$ cat src/rtl/magic_pkg.sv
// Shared types and elaboration-time sizing helpers for the sequential magic-square checker.
package magic_pkg;

  typedef enum logic [2:0] {IDLE, LOAD, CHECK, CONVERT, DONE} state_t;

  // Width that holds the largest possible line sum, n cells of all-ones.
  function automatic int sum_w(input int n, input int dw);
    return $clog2(n * ((1 << dw) - 1) + 1);
  endfunction

  function automatic bit bcd_ok(input int n, input int dw, input int digits);
    longint p;
    p = 1;
    for (int i = 0; i < digits; i++) p = p * 10;
    return p > longint'(n * ((1 << dw) - 1));
  endfunction

endpackage

$ cat src/rtl/bcd_convert_seq.sv
// Sequential double-dabble: start loads the binary value, bcd is final SUM_W cycles later.
// done is high during the last shift cycle; bcd then holds until the next start.
module bcd_convert_seq #(
  parameter int SUM_W      = 6,
  parameter int BCD_DIGITS = 2
) (
  input  logic                    clock,
  input  logic                    reset_L,
  input  logic                    start,
  input  logic [SUM_W-1:0]        bin,
  output logic                    done,
  output logic [4*BCD_DIGITS-1:0] bcd
);

  localparam int CW = $clog2(SUM_W + 1);

  logic [SUM_W-1:0]        sh;
  logic [CW-1:0]           cnt;
  logic [4*BCD_DIGITS-1:0] adj;

  always_comb begin
    adj = bcd;
    for (int d = 0; d < BCD_DIGITS; d++) begin
      if (bcd[4*d +: 4] >= 4'd5) adj[4*d +: 4] = bcd[4*d +: 4] + 4'd3;
    end
  end

  always_ff @(posedge clock or negedge reset_L) begin
    if (!reset_L) begin
      sh  <= '0;
      cnt <= '0;
      bcd <= '0;
    end else if (start) begin
      sh  <= bin;
      cnt <= CW'(SUM_W);
      bcd <= '0;
    end else if (cnt != '0) begin
      {bcd, sh} <= {adj, sh} << 1;
      cnt       <= cnt - 1'b1;
    end
  end

  assign done = (cnt == CW'(1));

endmodule

$ cat src/rtl/magic_square_seq.sv
// N x N magic-square checker: cells stream in row-major, lines are compared against row 0,
// and the row-0 sum is reported in binary and BCD once the grid has been checked.
module magic_square_seq
  import magic_pkg::*;
#(
  parameter int N                = 3,
  parameter int DIGIT_W          = 4,
  parameter int BCD_DIGITS       = 2,
  parameter int REQUIRE_DISTINCT = 1,
  localparam int SUM_W           = sum_w(N, DIGIT_W)
) (
  input  logic                    clock,
  input  logic                    reset_L,
  input  logic                    start,
  input  logic                    cell_valid,
  input  logic [DIGIT_W-1:0]      cell_data,
  output logic                    cell_ready,
  output logic                    busy,
  output logic                    result_valid,
  input  logic                    result_ready,
  output logic                    it_is_magic,
  output logic [SUM_W-1:0]        sum_bin,
  output logic [4*BCD_DIGITS-1:0] sum_bcd
);

  localparam int IDX_W = $clog2(N);
  localparam int KW    = $clog2(N + 2);

  if (N < 3) begin : g_chk_n
    $error("magic_square_seq: N must be at least 3");
  end
  if (!bcd_ok(N, DIGIT_W, BCD_DIGITS)) begin : g_chk_bcd
    $error("magic_square_seq: BCD_DIGITS too small for the largest line sum");
  end
  if (REQUIRE_DISTINCT != 0 && N * N > (1 << DIGIT_W) - 1) begin : g_chk_dist
    $error("magic_square_seq: DIGIT_W too narrow to hold 1..N*N");
  end

  state_t state, state_nxt;

  logic [IDX_W-1:0]        r, c;
  logic [KW-1:0]           k;
  logic [SUM_W-1:0]        row_acc, ref_sum, diag, anti;
  logic [SUM_W-1:0]        col [N];
  logic [2**DIGIT_W-1:0]   seen;
  logic                    bad;

  logic                    accept, last_cell, cell_bad, conv_start, conv_done;
  logic [SUM_W-1:0]        cell_ext, row_sum, chk_val;
  logic [4*BCD_DIGITS-1:0] conv_bcd;

  assign accept     = cell_valid && cell_ready;
  assign cell_ext   = SUM_W'(cell_data);
  assign row_sum    = row_acc + cell_ext;
  assign last_cell  = (r == IDX_W'(N - 1)) && (c == IDX_W'(N - 1));
  assign conv_start = (state == CHECK) && (k == KW'(N + 1));

  always_ff @(posedge clock or negedge reset_L) begin
    if (!reset_L) state <= IDLE;
    else          state <= state_nxt;
  end

  always_comb begin
    state_nxt = state;
    unique case (state)
      IDLE:    if (start) state_nxt = LOAD;
      LOAD:    if (accept && last_cell) state_nxt = CHECK;
      CHECK:   if (k == KW'(N + 1)) state_nxt = CONVERT;
      CONVERT: if (conv_done) state_nxt = DONE;
      DONE:    if (result_valid && result_ready) state_nxt = IDLE;
      default: state_nxt = IDLE;
    endcase
  end

  always_comb begin
    cell_ready = (state == LOAD);
    busy       = (state != IDLE);
  end

  // Zero, out of range, or a repeat of an earlier value all disqualify the grid.
  always_comb begin
    cell_bad = 1'b0;
    if (REQUIRE_DISTINCT != 0)
      cell_bad = (cell_data == '0) || (int'(cell_data) > N * N) || seen[cell_data];
  end

  // CHECK walks columns 0..N-1, then the main diagonal, then the anti-diagonal.
  always_comb begin
    chk_val = anti;
    if (k == KW'(N)) chk_val = diag;
    for (int i = 0; i < N; i++) begin
      if (k == KW'(i)) chk_val = col[i];
    end
  end

  always_ff @(posedge clock or negedge reset_L) begin
    if (!reset_L) begin
      r       <= '0;
      c       <= '0;
      k       <= '0;
      row_acc <= '0;
      ref_sum <= '0;
      diag    <= '0;
      anti    <= '0;
      seen    <= '0;
      bad     <= 1'b0;
      for (int i = 0; i < N; i++) col[i] <= '0;
    end else begin
      unique case (state)
        IDLE: begin
          if (start) begin
            r       <= '0;
            c       <= '0;
            k       <= '0;
            row_acc <= '0;
            diag    <= '0;
            anti    <= '0;
            seen    <= '0;
            bad     <= 1'b0;
            for (int i = 0; i < N; i++) col[i] <= '0;
          end
        end
        LOAD: begin
          if (accept) begin
            for (int i = 0; i < N; i++) begin
              if (c == IDX_W'(i)) col[i] <= col[i] + cell_ext;
            end
            if (r == c) diag <= diag + cell_ext;
            if (int'(r) + int'(c) == N - 1) anti <= anti + cell_ext;
            if (REQUIRE_DISTINCT != 0) seen[cell_data] <= 1'b1;
            if (cell_bad) bad <= 1'b1;
            if (c == IDX_W'(N - 1)) begin
              row_acc <= '0;
              c       <= '0;
              r       <= r + 1'b1;
              if (r == '0)                 ref_sum <= row_sum;
              else if (row_sum != ref_sum) bad     <= 1'b1;
            end else begin
              row_acc <= row_sum;
              c       <= c + 1'b1;
            end
          end
        end
        CHECK: begin
          if (chk_val != ref_sum) bad <= 1'b1;
          k <= k + 1'b1;
        end
        default: ;
      endcase
    end
  end

  bcd_convert_seq #(
    .SUM_W      (SUM_W),
    .BCD_DIGITS (BCD_DIGITS)
  ) u_bcd (
    .clock   (clock),
    .reset_L (reset_L),
    .start   (conv_start),
    .bin     (ref_sum),
    .done    (conv_done),
    .bcd     (conv_bcd)
  );

  // Results are captured on the first DONE cycle and survive the return to IDLE.
  always_ff @(posedge clock or negedge reset_L) begin
    if (!reset_L) begin
      result_valid <= 1'b0;
      it_is_magic  <= 1'b0;
      sum_bin      <= '0;
      sum_bcd      <= '0;
    end else if (state == DONE) begin
      if (!result_valid) begin
        result_valid <= 1'b1;
        it_is_magic  <= !bad;
        sum_bin      <= ref_sum;
        sum_bcd      <= conv_bcd;
      end else if (result_ready) begin
        result_valid <= 1'b0;
      end
    end
  end

endmodule
$ cat config.mk
export PLATFORM = sky130hd
export DESIGN_NAME = magic_square_seq
export DESIGN_NICKNAME = d
export VERILOG_FILES = /design/src/rtl/magic_pkg.sv /design/src/rtl/bcd_convert_seq.sv /design/src/rtl/magic_square_seq.sv
export SDC_FILE = /design/constraint.sdc
export NUM_CORES = 1
export LEC_CHECK = 0
export CORE_UTILIZATION = 55
export CTS_BUF_LIST = sky130_fd_sc_hd__clkbuf_8
export CTS_CLUSTER_SIZE = 14
export DETAILED_ROUTE_END_ITERATION = 7
export PLACE_DENSITY_LB_ADDON = 0.05
export SETUP_SLACK_MARGIN = 0.05
export SYNTH_ARGS = -nofsm -noshare
export SYNTH_HDL_FRONTEND = slang
export SYNTH_HIERARCHICAL = 1
export SYNTH_SLANG_ARGS = --single-unit
$ cat constraint.sdc
create_clock -name clock -period 5.69 [get_ports clock]
set_input_delay 1.4225 -clock clock [delete_from_list [all_inputs] [get_ports clock]]
set_output_delay 1.4225 -clock clock [all_outputs]
set_load 0.01 [all_outputs]
==> qor.csv, run 1 <==
metric;value;unit
status;finished, final reports clean;
Initial DRC Count;318;
R2R Setup Slk;2.63;ns
CTS Root Cell;clkbuf_8;
clk sinks;95;
Clock Path Buffers;2;
maxcap violations;0;
worst path required time;5.96;ns
Arr. time, crit path;4.45;ns
DP HPWL;9470;µm
Gate Count Post-Synth;615;
CP Capture Type;flop;
# setup viols final;0;
post-route ant nets;0;
ys async rst share;1.00;
postcts setup bufs;0;
final period utilization;0.734;
number of buffers added on ports;26;
RSZ-0062 raised after global routing;false;
P&R area growth vs syn;9.02;%
mapped cell area;5880;µm²
core area;10300;µm²
Yosys reg bits;95;
Worst-Skew Late Latency;0.38;ns
sequential area share after synthesis;0.404;
hold slack;0.472;ns
Total Routing Usage GR;0.259;
CTS tree;built;
Post-synth EDFFs;0;
critical path type;in -> reg;
Die X;105;µm
fin nets;686;
post-synthesis cell type count;63;
Site Rows;37;
H-Tree Level Count;3;
average footprint of a synthesized cell;9.56;µm²
Least-Margin Pin Slew;0.890;ns
largest net degree at the start of global routing;62;
Non-Filler Instances;771;
Static Leak;2.99;nW
setup TNS;0;ns
# diodes;0;
clock skew;0.0144;ns
cells taking the most area after synthesis;dfrtp_1 40%, ha_1 8.5%, nand2_1 4.3%, mux2_2 4.0%, a21oi_1 4.0%;
Initial Utilization;0.570;
synthesized net count;671;
Num CTS Buffers;9;
multi-input logic area;3230;µm²
post-CTS sizing;0;
final hold violation count;0;
total power draw;0.00306;W
pwr dens;478;nW/µm²
# fillers;889;
commonest non-fill, non-tap cells in the layout;95 x dfrtp_1, 68 x nand2_1, 47 x a21oi_1, 42 x o21ai_0, 40 x ha_1;
Top FF cell, synth;dfrtp_1;
initial antenna violation count;0;
final worst path period need;4.18;ns
Rel. slew slack;0.407;
drt first pass iters;5;
die area;11100;µm²
Max Slew Vio Count;0;
first-pass GRT wire length;22500;µm
Critical Path Fanout Max;14;
vias in the first global route;4460;
FF/Latch Area;2380;µm²
Routed WL per cell;17.1;µm
min-delay worst type;reg -> reg;
vias per cell;5.84;
Max Fclk;239;MHz
DIE HEIGHT;105;µm
GPL Wtd Cong;0.844;
register clock-pin slew on the reported worst setup and hold paths;0.10;ns
Yosys top cell by area;dfrtp_1;
DRC violations left;0;
Peak VDD IR;0.000197;V
Synthesis Warnings;6;
Via Count;4501;
# hold bufs at CTS;0;
share of cells above drive strength 1;0.0913;
Remaining Overflow, GRT;0;
startpoint types;input port;
post-synth top area share;0.404;
WL final;13200;µm
dpl cells;755;
commonest non-fill, non-tap cell in the layout;dfrtp_1;
# IOs;27;
## critical path, stage by stage
cell	delay [ns]
clkdlybuf4s50_1	0.45
buf_4	0.23
ha_1	0.21
inv_1	0.06
fa_1	0.40
nand2b_1	0.16
o2bb2ai_1	0.18
xnor3_1	0.21
or4b_1	0.51
or4_1	0.48
o311a_1	0.12
## sequential cells by signal, summed over array words and instances, names as in the netlist, 2 cells and up
signal / count
anti: 6
c: 2
col: 18
diag: 6
k: 3
r: 2
ref_sum: 6
row_acc: 6
seen: 9
state: 3
sum_bcd: 8
sum_bin: 6
u_bcd/bcd: 8
u_bcd/cnt: 3
u_bcd/sh: 6
## synth_stat cells, types with 5 or more instances
cell type,instances
a21o_1,14
xor2_1,16
nor2b_1,12
ha_1,40
inv_1,30
nand2b_1,7
mux2i_1,12
o211ai_1,8
o21ai_0,42
nor3b_1,5
nor2_1,39
clkbuf_1,24
or3_1,11
a21oi_1,47
nand3_1,21
xnor2_1,15
fa_1,7
nand2_1,68
dfrtp_1,95
o31ai_1,6
mux2_2,21
## where the power goes
part | total [W] | switching [W] | internal [W]
sequential | 0.00116 | 0.000259 | 0.000900
combinational | 0.00147 | 0.000792 | 0.000678
clock | 0.000434 | 0.000266 | 0.000169
total | 0.00306 | 0.00132 | 0.00175
## cell families (layout without fill, tap and decap cells)
kind of cell	Yosys count	count (layout)	synth area share
muxes	35	35	0.0664
and+or+nand+nor	189	189	0.158
DFF	95	95	0.404
buffers and inverters	62	82	0.0458
xor gates and xnor gates	32	32	0.0500
adders and majority gates	47	47	0.109
AOI/OAI and AO/OA	155	155	0.167
## area by class of cell
cell class / instances / share of cell area
multi-input combinational: 458 / 0.504
sequential: 95 / 0.371
timing repair buffer: 35 / 0.0508
tap: 136 / 0.0265
clock buffer: 9 / 0.0193
inverter: 31 / 0.0182
clock inverter: 7 / 0.00996
## through the flow
step                 util  cell area (µm²)  setup slack (ns)
CTS                 0.621             6410              1.51
floorplan               -             5880              2.02
detailed placement  0.603             6220              1.12
finish              0.621             6410              1.51
global route        0.621             6410              1.38
global placement    0.603             6220              1.16
## worst paths after layout
path / from / end / cells after the start
worst max-delay path: cell_data[0] / bad / 11
worst min-delay path: bad / it_is_magic / 1
worst max register to register: state[1] / bad / 6
worst min register to register: bad / it_is_magic / 1
max in group asynchronous: reset_L / row_acc[1] / 2
min in group asynchronous: reset_L / u_bcd/bcd[1] / 1
## layer usage
metal,global-route usage,routed length [µm],up-vias
met5,0,0,-
met1,0.363,6200,2188
met2,0.406,6070,104
li1,-,-,2180
met4,0.112,384,0
met3,0.0309,519,29
Power figures use the tool's default switching activity.
==> inputs of run 2 (changes only) <==
Clock period 5.69 ns to 4.06 ns, I/O delays scaled along.
==> run 2 against run 1 <==
  * Via count is 1.6% higher
  * Critical path depth shrank 1
  * Sequential share of layout area is 0.41 points lower
  * Critical path type unchanged
  * Setup slack worse by 1.1 ns
  * Combinational power grew 42%
  * Hold slack improved by 0.018 ns
  * Non-clock buffer count grew 7
  * Sequential power grew 41%
  * Die area unchanged
  * Clock skew hardly changed
  * Routed wire length rose by 3.9%
  * Final cell count increased by 0.91%
==> qor.csv, run 2 (synthesized netlist as in run 1, its figures left out) <==
metric;value;unit;change
dpl cells;762;;was 755
Clock Path Buffers;2;;unchanged
CTS tree;built;;unchanged
number of buffers added on ports;26;;unchanged
share of cells above drive strength 1;0.101;;was 0.0913
vias per cell;5.88;;was 5.84
largest net degree at the start of global routing;57;;was 62
Top Registers;col x18, seen x9;;unchanged
WL final;13700;µm;was 13200 µm
commonest non-fill, non-tap cell in the layout;dfrtp_1;;unchanged
R2R depth;8;;was 6
# hold bufs at CTS;0;;unchanged
CP Cell Sequence;clkdlybuf4s50_1 -> ha_1 -> inv_1 -> fa_1 -> nand2b_1 -> o2bb2ai_1 -> xnor3_1 -> or4b_1 -> or4_1 -> o311a_1;;was clkdlybuf4s50_1 -> buf_4 -> ha_1 -> inv_1 -> fa_1 -> nand2b_1 -> o2bb2ai_1 -> xnor3_1 -> or4b_1 -> or4_1 -> o311a_1
Remaining Overflow, GRT;0;;unchanged
R2R Setup Slk;1.20;ns;was 2.63 ns
RSZ-0062 raised after global routing;false;;unchanged
fin nets;693;;was 686
vias in the first global route;4575;;was 4460
setup TNS;0;ns;unchanged
min-delay worst type;reg -> reg;;unchanged
register clock-pin slew on the reported worst setup and hold paths;0.09;ns;was 0.10 ns
maxcap violations;0;;unchanged
H-Tree Level Count;3;;unchanged
Worst Setup Slack, final;0.461;ns;was 1.51 ns
Total Routing Usage GR;0.267;;was 0.259
pre-CTS setup slack;0.0761;ns;was 1.12 ns
# setup viols final;0;;unchanged
clock skew;0.0146;ns;was 0.0144 ns
final period utilization;0.886;;
die area;11100;µm²;unchanged
# diodes;0;;unchanged
worst path required time;4.31;ns;was 5.96 ns
final core occ;0.628;;was 0.621
post-CTS sizing;0;;unchanged
Static Leak;3.02;nW;was 2.99 nW
clk sinks;95;;unchanged
commonest non-fill, non-tap cells in the layout;95 x dfrtp_1, 68 x nand2_1, 47 x a21oi_1, 42 x o21ai_0, 40 x ha_1;;unchanged
postcts setup bufs;0;;unchanged
post-route ant nets;0;;unchanged
Rel. slew slack;0.437;;was 0.407
# fillers;868;;was 889
Initial DRC Count;216;;was 318
reg2reg end;bad;;unchanged
area post-placement;6270;µm²;was 6220 µm²
Die X;105;µm;unchanged
Num CTS Buffers;9;;unchanged
Critical Path Fanout Max;3;;was 14
Least-Margin Pin Slew;0.844;ns;was 0.890 ns
Non-Filler Instances;778;;was 771
core area;10300;µm²;unchanged
first-pass GRT wire length;23000;µm;was 22500 µm
origin of the critical flop-to-flop path;k[2];;was state[1]
Max Slew Vio Count;0;;unchanged
drt first pass iters;5;;unchanged
Initial Utilization;0.570;;unchanged
initial antenna violation count;0;;unchanged
P&R area growth vs syn;10.2;%;was 9.02%
Max Fclk;278;MHz;
Routed WL per cell;17.6;µm;was 17.1 µm
Top reg by flops;col;;unchanged
final worst path period need;3.60;ns;
Worst-Skew Late Latency;0.37;ns;was 0.38 ns
startpoint types;input port;;unchanged
CTS Root Cell;clkbuf_8;;unchanged
max reg flops;18;;unchanged
Peak VDD IR;0.000285;V;was 0.000197 V
Worst Setup SP;cell_data[0];;unchanged
DIE HEIGHT;105;µm;unchanged
critical path type;in -> reg;;unchanged
CP max stage cell;clkdlybuf4s50_1;;was or4b_1
Via Count;4573;;was 4501
status;finished, final reports clean;;unchanged
Site Rows;37;;unchanged
GPL Wtd Cong;0.879;;was 0.844
Final Instance Area;6480;µm²;was 6410 µm²
DP HPWL;10000;µm;was 9470 µm
crit-path max cell delay;0.55;ns;was 0.51 ns
CP Capture Type;flop;;unchanged
final hold violation count;0;;unchanged
# IOs;27;;unchanged
DRC violations left;0;;unchanged
Arr. time, crit path;3.85;ns;was 4.45 ns
pwr dens;676;nW/µm²;was 478 nW/µm²
critical path endpoint;bad;;unchanged
-- run 2: report_power, final --
group	leakage, nW	internal [W]	switching [W]
clock	0.0912	0.000303	0.000344
combinational	1.66	0.000970	0.00112
sequential	1.27	0.00126	0.000375
total	3.02	0.00254	0.00184
-- run 2: critical path: cells and delay by family --
family,cells,cell delay [ns]
simple gates,3,1.15
buf+inv,2,0.60
fa+ha+maj,2,0.59
compound gates,2,0.29
xor+xnor,1,0.20
-- run 2: how the worst min path moves through the flow --
stage,slack [ns],depth (start not counted),start,endpoint
after floorplan,0.43,1,bad,it_is_magic
after global placement,0.47,1,u_bcd/cnt[1],u_bcd/cnt[1]
after detailed placement,0.48,1,u_bcd/cnt[1],u_bcd/cnt[1]
after CTS,0.50,1,u_bcd/cnt[1],u_bcd/cnt[1]
after global routing,0.52,1,bad,it_is_magic
final,0.49,1,bad,it_is_magic
-- run 2: stage by stage --
stage	hold slack [ns]	total power, W
2_1_floorplan	0.426	0.00308
3_3_place_gp	0.475	0.00364
3_5_place_dp	0.481	0.00373
4_1_cts	0.502	0.00439
5_1_grt	0.516	0.00472
6_report	0.490	0.00438
-- run 2: per-layer routing --
metal | wire (µm) | global-route usage
met1 | 6330 | 0.357
met2 | 6610 | 0.445
met3 | 545 | 0.0365
met4 | 204 | 0.0946
met5 | 0 | 0
-- run 2: final cells by class --
type / count / area [µm²] / share of cell area
multi-input combinational: 458 / 3230 / 0.499
clock buffer: 10 / 138 / 0.0212
clock inverter: 6 / 68.8 / 0.0106
sequential: 95 / 2380 / 0.367
inverter: 31 / 116 / 0.0180
tap: 136 / 170 / 0.0263
timing repair buffer: 42 / 378 / 0.0583
